File: config.mk
export PLATFORM = sky130hd
export DESIGN_NAME = conv_layer_scheduler
export DESIGN_NICKNAME = d
export VERILOG_FILES = /design/src/rtl/conv_layer_scheduler.sv
export SDC_FILE = /design/constraint.sdc
export NUM_CORES = 1
export LEC_CHECK = 0
export CAP_MARGIN = 20
export CORE_MARGIN = 2
export CORE_UTILIZATION = 54
export CTS_CLUSTER_DIAMETER = 50
export DETAILED_ROUTE_END_ITERATION = 10
export GPL_ROUTABILITY_DRIVEN = 0
export PLACE_DENSITY = 0.8
export SYNTH_ARGS = -nofsm -noshare
export SYNTH_HDL_FRONTEND = slang
export SYNTH_SLANG_ARGS = --single-unit
File: constraint.sdc
create_clock -name clk -period 5.21 [get_ports clk]
set_input_delay 1.3025 -clock clk [delete_from_list [all_inputs] [get_ports clk]]
set_output_delay 1.3025 -clock clk [all_outputs]
set_load 0.03 [all_outputs]
File: src/rtl/conv_layer_scheduler.sv
// Tile sequencer for one convolution layer: steps the shared conv-unit bank over
// every (filter, row, half-row) tile and issues one output-buffer write per tile.
module conv_layer_scheduler #(
  parameter int DATA_WIDTH = 16,
  parameter int D          = 1,
  parameter int H          = 32,
  parameter int W          = 32,
  parameter int F          = 5,
  parameter int K          = 6,
  parameter int ADDR_W     = 9
) (
  input  logic              clk,
  input  logic              reset,
  input  logic              start,
  input  logic              abort,
  input  logic              out_ready,
  output logic              busy,
  output logic              done,
  output logic              cu_reset,
  output logic [5:0]        row_number,
  output logic [5:0]        column,
  output logic [3:0]        filter_index,
  output logic              wr_en,
  output logic [ADDR_W-1:0] wr_addr
);

  localparam int ROWS  = H - F + 1;
  localparam int UNITS = (W - F + 1) / 2;
  localparam int MACC  = D * F * F + 2;
  localparam int CNT_W = $clog2(MACC + 1);

  localparam logic [5:0]       UNITS_V   = 6'(UNITS);
  localparam logic [5:0]       LAST_ROW  = 6'(H - F);
  localparam logic [3:0]       LAST_FILT = 4'(K - 1);
  localparam logic [CNT_W-1:0] LAST_CNT  = CNT_W'(MACC - 1);

  localparam logic [2:0] S_IDLE    = 3'd0;
  localparam logic [2:0] S_CLEAR   = 3'd1;
  localparam logic [2:0] S_COMPUTE = 3'd2;
  localparam logic [2:0] S_WRITE   = 3'd3;
  localparam logic [2:0] S_DONE    = 3'd4;

  // Reject configurations whose output map cannot be addressed.
  if ((2 ** ADDR_W) < (K * ROWS * 2) || DATA_WIDTH < 1) begin : g_cfg_check
    $error("conv_layer_scheduler: ADDR_W too small for K*(H-F+1)*2 tiles");
  end

  logic [2:0]        state_q, state_d;
  logic [CNT_W-1:0]  cnt_q, cnt_d;
  logic [5:0]        row_q, row_d;
  logic [5:0]        col_q, col_d;
  logic [3:0]        filt_q, filt_d;
  logic              busy_q, busy_d;
  logic              done_q, done_d;
  logic              cu_reset_q, cu_reset_d;
  logic              wr_en_q, wr_en_d;
  logic [ADDR_W-1:0] wr_addr_q, wr_addr_d;

  function automatic logic [ADDR_W-1:0] tile_addr(input logic [3:0] f,
                                                  input logic [5:0] r,
                                                  input logic [5:0] c);
    logic [ADDR_W-1:0] base;
    base = ADDR_W'(f) * ADDR_W'(ROWS) + ADDR_W'(r);
    return (base << 1) + ADDR_W'(c != 6'd0);
  endfunction

  // Tile sequencing: state, MAC window counter and select advance.
  always_comb begin
    state_d = state_q;
    cnt_d   = cnt_q;
    row_d   = row_q;
    col_d   = col_q;
    filt_d  = filt_q;
    case (state_q)
      S_IDLE: begin
        if (start) begin
          state_d = S_CLEAR;
          row_d   = 6'd0;
          col_d   = 6'd0;
          filt_d  = 4'd0;
        end else begin
          state_d = S_IDLE;
        end
      end
      S_CLEAR: begin
        cnt_d   = {CNT_W{1'b0}};
        state_d = S_COMPUTE;
      end
      S_COMPUTE: begin
        cnt_d = cnt_q + CNT_W'(1);
        if (cnt_q == LAST_CNT) begin
          state_d = S_WRITE;
        end else begin
          state_d = S_COMPUTE;
        end
      end
      S_WRITE: begin
        if (!out_ready) begin
          state_d = S_WRITE;
        end else if (col_q == 6'd0) begin
          col_d   = UNITS_V;
          state_d = S_CLEAR;
        end else if (row_q != LAST_ROW) begin
          col_d   = 6'd0;
          row_d   = row_q + 6'd1;
          state_d = S_CLEAR;
        end else if (filt_q != LAST_FILT) begin
          col_d   = 6'd0;
          row_d   = 6'd0;
          filt_d  = filt_q + 4'd1;
          state_d = S_CLEAR;
        end else begin
          // Last tile of the layer: selects keep their final values.
          state_d = S_DONE;
        end
      end
      S_DONE: begin
        state_d = S_IDLE;
      end
      default: begin
        state_d = S_IDLE;
      end
    endcase
    if (abort && (state_q != S_IDLE)) begin
      state_d = S_IDLE;
      cnt_d   = cnt_q;
      row_d   = row_q;
      col_d   = col_q;
      filt_d  = filt_q;
    end else begin
      state_d = state_d;
    end
  end

  // Output decode from the next state so every output leaves a flop.
  always_comb begin
    busy_d     = (state_d != S_IDLE);
    done_d     = (state_d == S_DONE);
    wr_en_d    = (state_d == S_WRITE);
    cu_reset_d = 1'b1;
    case (state_d)
      S_COMPUTE: cu_reset_d = 1'b0;
      S_WRITE:   cu_reset_d = 1'b0;
      default:   cu_reset_d = 1'b1;
    endcase
    wr_addr_d = tile_addr(filt_d, row_d, col_d);
  end

  // State and output registers.
  always_ff @(posedge clk or negedge reset) begin
    if (!reset) begin
      state_q    <= S_IDLE;
      cnt_q      <= {CNT_W{1'b0}};
      row_q      <= 6'd0;
      col_q      <= 6'd0;
      filt_q     <= 4'd0;
      busy_q     <= 1'b0;
      done_q     <= 1'b0;
      cu_reset_q <= 1'b1;
      wr_en_q    <= 1'b0;
      wr_addr_q  <= {ADDR_W{1'b0}};
    end else begin
      state_q    <= state_d;
      cnt_q      <= cnt_d;
      row_q      <= row_d;
      col_q      <= col_d;
      filt_q     <= filt_d;
      busy_q     <= busy_d;
      done_q     <= done_d;
      cu_reset_q <= cu_reset_d;
      wr_en_q    <= wr_en_d;
      wr_addr_q  <= wr_addr_d;
    end
  end

  assign busy         = busy_q;
  assign done         = done_q;
  assign cu_reset     = cu_reset_q;
  assign row_number   = row_q;
  assign column       = col_q;
  assign filter_index = filt_q;
  assign wr_en        = wr_en_q;
  assign wr_addr      = wr_addr_q;

endmodule

# [Word level (Yosys, flattened, before mapping)]
# Cells that the tools add are included.
[op_classes] add_sub_neg=5 multipliers=1 n_eq_ne=9 n_mux=31 bitwise_logic=1 reduce_logical=9
[op_table] cell="$mux W6" n=12
[op_table] cell="$mux W4" n=6
[op_table] cell="$pmux W6 S2" n=2
[op_table] cell="$mux W3" n=5
[op_table] cell="$eq A3 B2 Y1 const B" n=4
[op_table] cell="$pmux W3 S4" n=1
[op_table] cell="$pmux W5 S2" n=1
[op_table] cell="$add A9 B1 Y9" n=1
[op_table] cell="$add A8 B6 Y8" n=1
[op_table] cell="$pmux W4 S2" n=1
[op_table] cell="$add A6 B1 Y6 const B" n=1
[op_table] cell="$logic_not A6 Y1" n=1
[op_table] cell="$mul A4 B3 Y6 const B" n=1
[op_table] cell="$ne A6 B5 Y1 const B" n=1
[op_table] cell="$reduce_bool A3 Y1" n=2
[op_table] cell="$reduce_bool A6 Y1" n=1
[op_table] cell="$add A5 B1 Y5 const B" n=1
[op_table] cell="$eq A5 B5 Y1 const B" n=1
[op_table] cell="$add A4 B1 Y4 const B" n=1
[op_table] cell="$ne A4 B3 Y1 const B" n=1
[op_table] cell="$eq A3 B1 Y1 const B" n=1
[op_table] cell="$eq A3 B3 Y1 const B" n=1
[op_table] cell="$logic_not A3 Y1" n=1
[op_table] cell="$mux W1" n=3
[op_table] cell="other kinds (5)" n=5
[word_totals] ff_bits=37 input_bits=5 output_inout_bits=29 elab_cells=66

# [Longest topological paths before layout]
# Gate-level depths: netlist (run 1).
[depth] ltp_word=10 depth_mapped=15 mapped_depth_nobuf=15

# [Worst setup path before layout (run 1)]
# No wires, ideal clock.
[synth_timing] kind="input to register" startpoint="input abort" endpoint="register wr_addr_q[8] (netlist: wr_addr[8])" setup_ns=0.125 arrival_ns=4.325 t_required_ns=5.085 path_slack_ns=0.760 path_stages=13 n_path_buf=1 cell_sequence="and4bb_1 buf_2 or2_2 and3_1 a311oi_1 fa_1 inv_1 fa_1 ha_1 nand2_1 o21ai_0 o21ai_0 xnor2_1"
[synth_via] elab_chain_len=5 word_cells_on_any_way=8 cone_classes="add/sub (2); mul (1); mux (3); reduce/logical (2)"
[synth_rtl] item="start: declaration" line_no="15" source="input logic abort,"
[synth_rtl] item="$logic_and A1 B1 Y1" line_no="124" source="if (abort && (state_q != S_IDLE)) begin"
[synth_rtl] item="$mux W4" line_no="124"
[synth_rtl] item="named net filt_d[2]" line_no="52" source="logic [3:0] filt_q, filt_d;"
[synth_rtl] item="$mul A4 B3 Y6" line_no="63" source="base = ADDR_W'(f) * ADDR_W'(ROWS) + ADDR_W'(r);"
[synth_rtl] item="$add A8 B6 Y8" line_no="63"
[synth_rtl] item="$add A9 B1 Y9" line_no="64" source="return (base << 1) + ADDR_W'(c != 6'd0);"
[synth_rtl] item="named net wr_addr_d[8]" line_no="57" source="logic [ADDR_W-1:0] wr_addr_q, wr_addr_d;"
[synth_rtl] item="end signal: assignment" line_no="161" source="wr_addr_q <= {ADDR_W{1'b0}};"
[synth_rtl] item="end signal: assignment" line_no="172" source="wr_addr_q <= wr_addr_d;"
[synth_rtl] item="end: declaration" line_no="57"
# The timed path passes the listed nets, and every way through them passes these cells.
# A chain may end at the register's enable or synchronous reset.

# [Worst setup path after layout (run 1)]
# Ends and elaborated chain as after synthesis.

==> key figures, run 1 <==
Status
  – Outcome: finished clean

GRT
  – Pin count of the biggest net entering global routing: 36
  – Gr usage total: 24.0%
  – Vias in the first global route: 1736
  – First-pass GRT wire length: 8160 um
  – GR Overflow Total: 0
  – Antenna violations before repair: 0

Drt
  – Via count: 1857
  – TritonRoute pass-1 iters: 4
  – Drt wl/cell: 15.6 um
  – Initial DRC Count: 146
  – Post-DRT Antenna Nets: 0
  – Vias per cell: 6.05
  – WL final: 4800 um
  – Drt drc: 0

Power and ir drop
  – Cell Int Power: 0.512 mW
  – Lkg Pwr: 1.16 nW
  – Clk pwr share: 22.9%
  – Part of the power in combinational logic: 32.2%
  – Net Switching: 0.319 mW
  – Sequential power share: 44.9%
  – VDD IR max: 0.156 mV
  – Switching Fraction: 38.4%
  – Tot Pwr: 0.832 mW
  – PD cells: 312 mW/mm^2

Clock network
  – Clk pin slew, worst setup/hold paths: 0.07 ns
  – TritonCTS Buffers: 5
  – H-tree levels: 2
  – CTS tree: built
  – Post-CTS Setup Bufs: 0
  – Sink Count: 35
  – # hold bufs at CTS: 0
  – CTS max path bufs: 2
  – Post-CTS sizing: 0
  – Root Buffer: clkbuf_8
  – Later-pin clock latency in the skew report: 0.30 ns

Yosys
  – Avg Inst Size Synth: 9.94 sq um
  – Syn Nets: 245
  – Primary FF master, synth: dfrtp_1
  – Sequential fraction of the synthesis area: 39.8%
  – Post-synthesis cell count: 222
  – Async set or reset register ratio after synthesis: 100%
  – Synthesized area: 0.00221 sq mm
  – EDFF count, synth: 0
  – Yosys reg bits: 35
  – Warnings from Yosys: 0
  – Count of cell types in the netlist: 59

Finish
  – Layout cells sized above 1: 10.5%
  – Multi-input logic area: 0.00121 sq mm
  – P&R area growth vs syn: 20.9%
  – Final core utilization: 67.1%
  – N_diodes: 0
  – Fin cells: 307
  – Final net count: 279
  – Register area: 877 sq um
  – Fillers: 337

Floorplanning
  – Core area: 0.00397 sq mm
  – Num rows: 23
  – Die Y: 67.9 um
  – Chip width: 67.9 um
  – Boundary Pins: 34
  – Die area: 0.00461 sq mm
  – Initial core utilization: 55.5%

Place
  – Detail Placement HPWL: 3520 um
  – Port bufs: 33
  – Pre-CTS WS: 0.278 ns
  – Cells after DPL: 298

STA
  – Slew Viols, Final: 0
  – Fin crit share: 89.4%
  – Final Hold Viols: 0
  – Final setup TNS: 0 ns
  – Minimum clock period: 4.66 ns
  – Max Clock Skew: 0.0117 ns
  – Final setup violation count: 0
  – Slew Limit Headroom: 58.2%
  – RSZ-0062 raised after global routing: no
  – Final WS setup: 0.551 ns
  – Fmax: 215 MHz
  – Worst slew pin tran: 0.622 ns

Worst hold path
  – Worst Hold Class: reg -> reg

Setup path
  – Critical Path Fanout Max: 4
  – Critical path capture point type: register
  – Crit path DAT: 4.84 ns
  – Worst Setup Start Kind: input port
  – Worst EP required: 5.39 ns
  – Critical path class: in -> reg

Run
  – Max Cap Violations: 0
==> power groups by stage <==
stage / logic (mW) / clock network, mW / registers [mW]
global placement: 0.262 / 0 / 0.377
detailed placement: 0.267 / 0 / 0.378
CTS: 0.268 / 0.196 / 0.373
global route: 0.294 / 0.208 / 0.383
floorplan: 0.175 / 0 / 0.385
finish: 0.268 / 0.190 / 0.374
==> cell families after synthesis <==
family	synth area share, %
AO/OA/AOI/OAI	21.6
XOR/XNOR	1.99
adder cells (fa/ha/maj)	11.6
buffers and inverters	5.61
flip-flops	39.8
multiplexers	0.510
AND/OR/NAND/NOR	18.9
==> Yosys cell counts (all sizes together), types with 3 or more instances <==
cell | instances | share of area (%)
dfrtp | 34 | 39
o31ai | 7 | 3.2
ha | 14 | 7.9
nor2 | 9 | 1.5
or4 | 4 | 1.5
nor3b | 4 | 1.4
clkbuf | 4 | 0.68
o21ai | 20 | 4.5
fa | 4 | 3.6
xnor2 | 4 | 1.6
and2 | 3 | 0.85
nor4b | 4 | 1.9
o211ai | 3 | 1.0
nor4 | 5 | 1.4
nand3 | 7 | 1.6
inv | 15 | 2.6
a21oi | 12 | 2.7
nand2 | 12 | 2.2
a41oi | 5 | 2.0
and3 | 3 | 0.85
nor3 | 7 | 1.6
buf | 8 | 2.4
==> cell type report <==
| type | instances | share of cell area [%] |
|---|---|---|
| clock buffer | 5 | 2.58 |
| clock inverter | 3 | 0.563 |
| inverter | 15 | 2.11 |
| multi-input combinational | 160 | 45.4 |
| sequential | 35 | 32.9 |
| tap | 50 | 2.35 |
| timing repair buffer | 39 | 14.1 |
==> final timing paths <==
path                                        end  slack, ns  cells past startpoint           startpoint
max                        wr_addr[8]$_DFF_PN0_       0.55                     14                abort
min                         column[5]$_DFF_PN0_       0.57                      1  column[5]$_DFF_PN0_
max reg2reg                wr_addr[8]$_DFF_PN0_       1.21                     13  column[2]$_DFF_PN0_
min reg2reg                 column[5]$_DFF_PN0_       0.57                      1  column[5]$_DFF_PN0_
max in group asynchronous    cu_reset$_DFF_PN1_       3.44                      2                reset
min in group asynchronous  cnt_q[3]$_DFFE_PN0P_       1.42                      2                reset
==> metal layers <==
metal  vias to the layer above  share of wire, %  track usage [%]  routed length [um]
met3                         7               4.3             4.93                 208
met4                         0               1.9             10.0                  91
li1                        907                 -                -                   -
met5                         -                 0                0                   0
met2                        46                49             38.1                2340
met1                       897                45             31.9                2160
==> state kept, by name, summed over array words and instances, names as in the netlist, 3 cells and up <==
| name | count |
|---|---|
| state_q | 3 |
| cnt_q | 5 |
| wr_addr | 9 |
| filter_index | 4 |
| column | 6 |
| row_number | 4 |
==> metrics by stage <==
step | hold slack (ns) | cell area [sq um]
global route | 0.585 | 2670
floorplan | 0.508 | 2210
detailed placement | 0.561 | 2570
finish | 0.574 | 2670
CTS | 0.579 | 2660
global placement | 0.545 | 2570
==> cells in the final DEF, fill, tap and decap left out, types with 4 or more instances in the layout <==
cell type / count
nand2_1: 11
nor3_1: 7
dfrtp_1: 34
o31ai_1: 5
o21ai_0: 20
clkdlybuf4s50_1: 33
nor2_1: 9
nor4_1: 5
nor3b_1: 4
fa_1: 4
nand3_1: 7
xnor2_1: 4
a41oi_1: 5
a21oi_1: 12
inv_1: 15
clkbuf_8: 5
buf_4: 5
ha_1: 14
==> critical path: stages <==
cell and delay [ns]:
clkdlybuf4s50_1 0.51, and4bb_1 0.20, or2_2 0.35, and3_1 0.21
a311oi_1 0.29, buf_4 0.18, fa_1 0.41, inv_1 0.11
fa_1 0.40, ha_1 0.34, nand2_1 0.06, o21ai_0 0.18
o21ai_0 0.13, xnor2_1 0.15
(Power assumes the default switching activity.)
==> run 2: changes to the inputs <==
==> constraint.sdc (replaced) <==
create_clock -name clk -period 5.2 [get_ports clk]
set_input_delay 1.3 -clock clk [delete_from_list [all_inputs] [get_ports clk]]
set_output_delay 1.3 -clock clk [all_outputs]
set_load 0.03 [all_outputs]
==> key figures, run 2 (synthesis results as in run 1) <==
Clock network
  – Post-CTS Setup Bufs: 0 (unchanged)
  – CTS tree: built (unchanged)
  – Later-pin clock latency in the skew report: 0.30 ns (about the same)
  – Post-CTS sizing: 0 (unchanged)
  – Root Buffer: clkbuf_8 (unchanged)
  – Sink Count: 35 (unchanged)
  – TritonCTS Buffers: 5 (unchanged)
  – Clk pin slew, worst setup/hold paths: 0.07 ns (about the same)
  – # hold bufs at CTS: 0 (unchanged)
  – CTS max path bufs: 2 (unchanged)
  – H-tree levels: 2 (unchanged)

Power and ir drop
  – Tot Pwr: 0.836 mW (was 0.832 mW)
  – Lkg Pwr: 1.15 nW (was 1.16 nW)
  – VDD IR max: 0.156 mV (about the same)
  – PD cells: 314 mW/mm^2 (was 312 mW/mm^2)

Drt
  – WL final: 4840 um (was 4800 um)
  – Drt drc: 0 (unchanged)
  – Post-DRT Antenna Nets: 0 (unchanged)
  – Vias per cell: 6.11 (was 6.05)
  – Drt wl/cell: 15.8 um (was 15.6 um)
  – Via count: 1871 (was 1857)
  – Initial DRC Count: 138 (was 146)
  – TritonRoute pass-1 iters: 6 (was 4)

Setup path
  – Setup slack, reg-to-reg: 0.81 ns (was 1.21 ns)
  – Reg-to-Reg Start: wr_addr[1]$_DFFE_PN0P_ (was column[2]$_DFF_PN0_)
  – Critical path capture point type: register (unchanged)
  – Critical path class: in -> reg (unchanged)
  – Setup crit end: wr_addr[8]$_DFF_PN0_ (unchanged)
  – Cell count of the worst reg-to-reg path: 14 (was 13)
  – Crit path DAT: 4.85 ns (was 4.84 ns)
  – Worst Setup SP: abort (unchanged)
  – Worst EP required: 5.38 ns (was 5.39 ns)
  – Worst Setup Start Kind: input port (unchanged)
  – Critical Path Fanout Max: 4 (unchanged)
  – Reg2Reg Capture Point: wr_addr[8]$_DFF_PN0_ (unchanged)

STA
  – Fmax: 214 MHz
  – Final Hold Viols: 0 (unchanged)
  – Hold_ws: 0.573 ns (was 0.574 ns)
  – Max Clock Skew: 0.0101 ns (was 0.0117 ns)
  – Slew Viols, Final: 0 (unchanged)
  – Fin crit share: 89.7%
  – Final setup violation count: 0 (unchanged)
  – Minimum clock period: 4.67 ns
  – Worst slew pin tran: 1.01 ns (was 0.622 ns)
  – Slew Limit Headroom: 32.6% (was 58.2%)
  – RSZ-0062 raised after global routing: no (unchanged)
  – Final setup TNS: 0 ns (unchanged)

Finish
  – Most common cell after layout, fill and taps aside: dfrtp_1 (unchanged)
  – P&R area growth vs syn: 20.5% (was 20.9%)
  – Commonest non-fill, non-tap cells in the layout: 34 x dfrtp_1, 33 x clkdlybuf4s50_1, 20 x o21ai_0 (unchanged)
  – Fillers: 338 (was 337)
  – Fin area: 0.00266 sq mm (was 0.00267 sq mm)
  – Layout cells sized above 1: 10.2% (was 10.5%)
  – Final net count: 278 (was 279)
  – N_diodes: 0 (unchanged)
  – Largest register FFs: 9 (unchanged)

Floorplanning
  – Initial core utilization: 55.5% (unchanged)
  – Chip width: 67.9 um (unchanged)
  – Core area: 0.00397 sq mm (unchanged)
  – Die Y: 67.9 um (unchanged)
  – Die area: 0.00461 sq mm (unchanged)
  – Num rows: 23 (unchanged)
  – Boundary Pins: 34 (unchanged)

GRT
  – GR Overflow Total: 0 (unchanged)
  – Pin count of the biggest net entering global routing: 36 (unchanged)
  – First-pass GRT wire length: 8010 um (was 8160 um)
  – Vias in the first global route: 1709 (was 1736)
  – Antenna violations before repair: 0 (unchanged)
  – Gr usage total: 23.6% (was 24.0%)

Place
  – Detail Placement HPWL: 3510 um (was 3520 um)
  – Port bufs: 33 (unchanged)
  – DP Area: 0.00257 sq mm (unchanged)

Status
  – Outcome: finished clean (unchanged)

Worst hold path
  – Worst Hold Class: reg -> reg (unchanged)

Run
  – Max Cap Violations: 0 (unchanged)
run 2: routing by layer:
layer / GRT usage (%) / wire, um / up-vias
met5: 0 / 0 / -
met4: 10.3 / 87 / 0
met3: 4.93 / 227 / 7
met2: 37.3 / 2350 / 51
met1: 31.3 / 2170 / 910
li1: - / - / 903
run 2: metrics by stage:
step / setup slack, ns / cells / utilization (%)
global route: 0.265 / 306 / 67.0
finish: 0.535 / 306 / 67.0
floorplan: 0.752 / 222 / -
detailed placement: 0.274 / 298 / 64.8
CTS: 0.565 / 306 / 67.0
global placement: 0.341 / 298 / 64.8
run 2: area by class of cell:
| type | instances | area, sq um | share of cell area [%] |
|---|---|---|---|
| clock buffers | 5 | 68.8 | 2.59 |
| clock inverters | 3 | 15.0 | 0.565 |
| inverters | 15 | 56.3 | 2.12 |
| multi-input cells | 160 | 1210 | 45.6 |
| flip-flops and latches | 35 | 877 | 33.0 |
| well taps | 50 | 62.6 | 2.35 |
| repair buffers | 38 | 368 | 13.8 |
run 2: worst min path at each step:
stage,from,end,slack [ns],cells past startpoint
CTS,cnt_q[4]$_DFFE_PN0P_,cnt_q[4]$_DFFE_PN0P_,0.58,2
global route,column[5]$_DFF_PN0_,column[5]$_DFF_PN0_,0.58,1
global placement,cnt_q[4]$_DFFE_PN0P_,cnt_q[4]$_DFFE_PN0P_,0.55,2
detailed placement,cnt_q[4]$_DFFE_PN0P_,cnt_q[4]$_DFFE_PN0P_,0.56,2
finish,cnt_q[4]$_DFFE_PN0P_,cnt_q[4]$_DFFE_PN0P_,0.57,2
floorplan,cnt_q[4]$_DFFE_PN0P_,cnt_q[4]$_DFFE_PN0P_,0.51,2
run 2: power by group:
group	switching [mW]	total, mW	internal, mW
Clock	0.100	0.192	0.0915
Sequential	0.0601	0.375	0.315
Combinational	0.162	0.270	0.107
Total	0.323	0.836	0.514
run 2: worst max-delay path, cell delays in order:
cell             delay, ns
clkdlybuf4s50_1       0.51
and4bb_1              0.20
or2_2                 0.35
and3_1                0.22
a311oi_1              0.30
buf_4                 0.18
fa_1                  0.41
inv_1                 0.11
fa_1                  0.40
ha_1                  0.34
nand2_1               0.06
o21ai_0               0.18
o21ai_0               0.13
xnor2_1               0.15
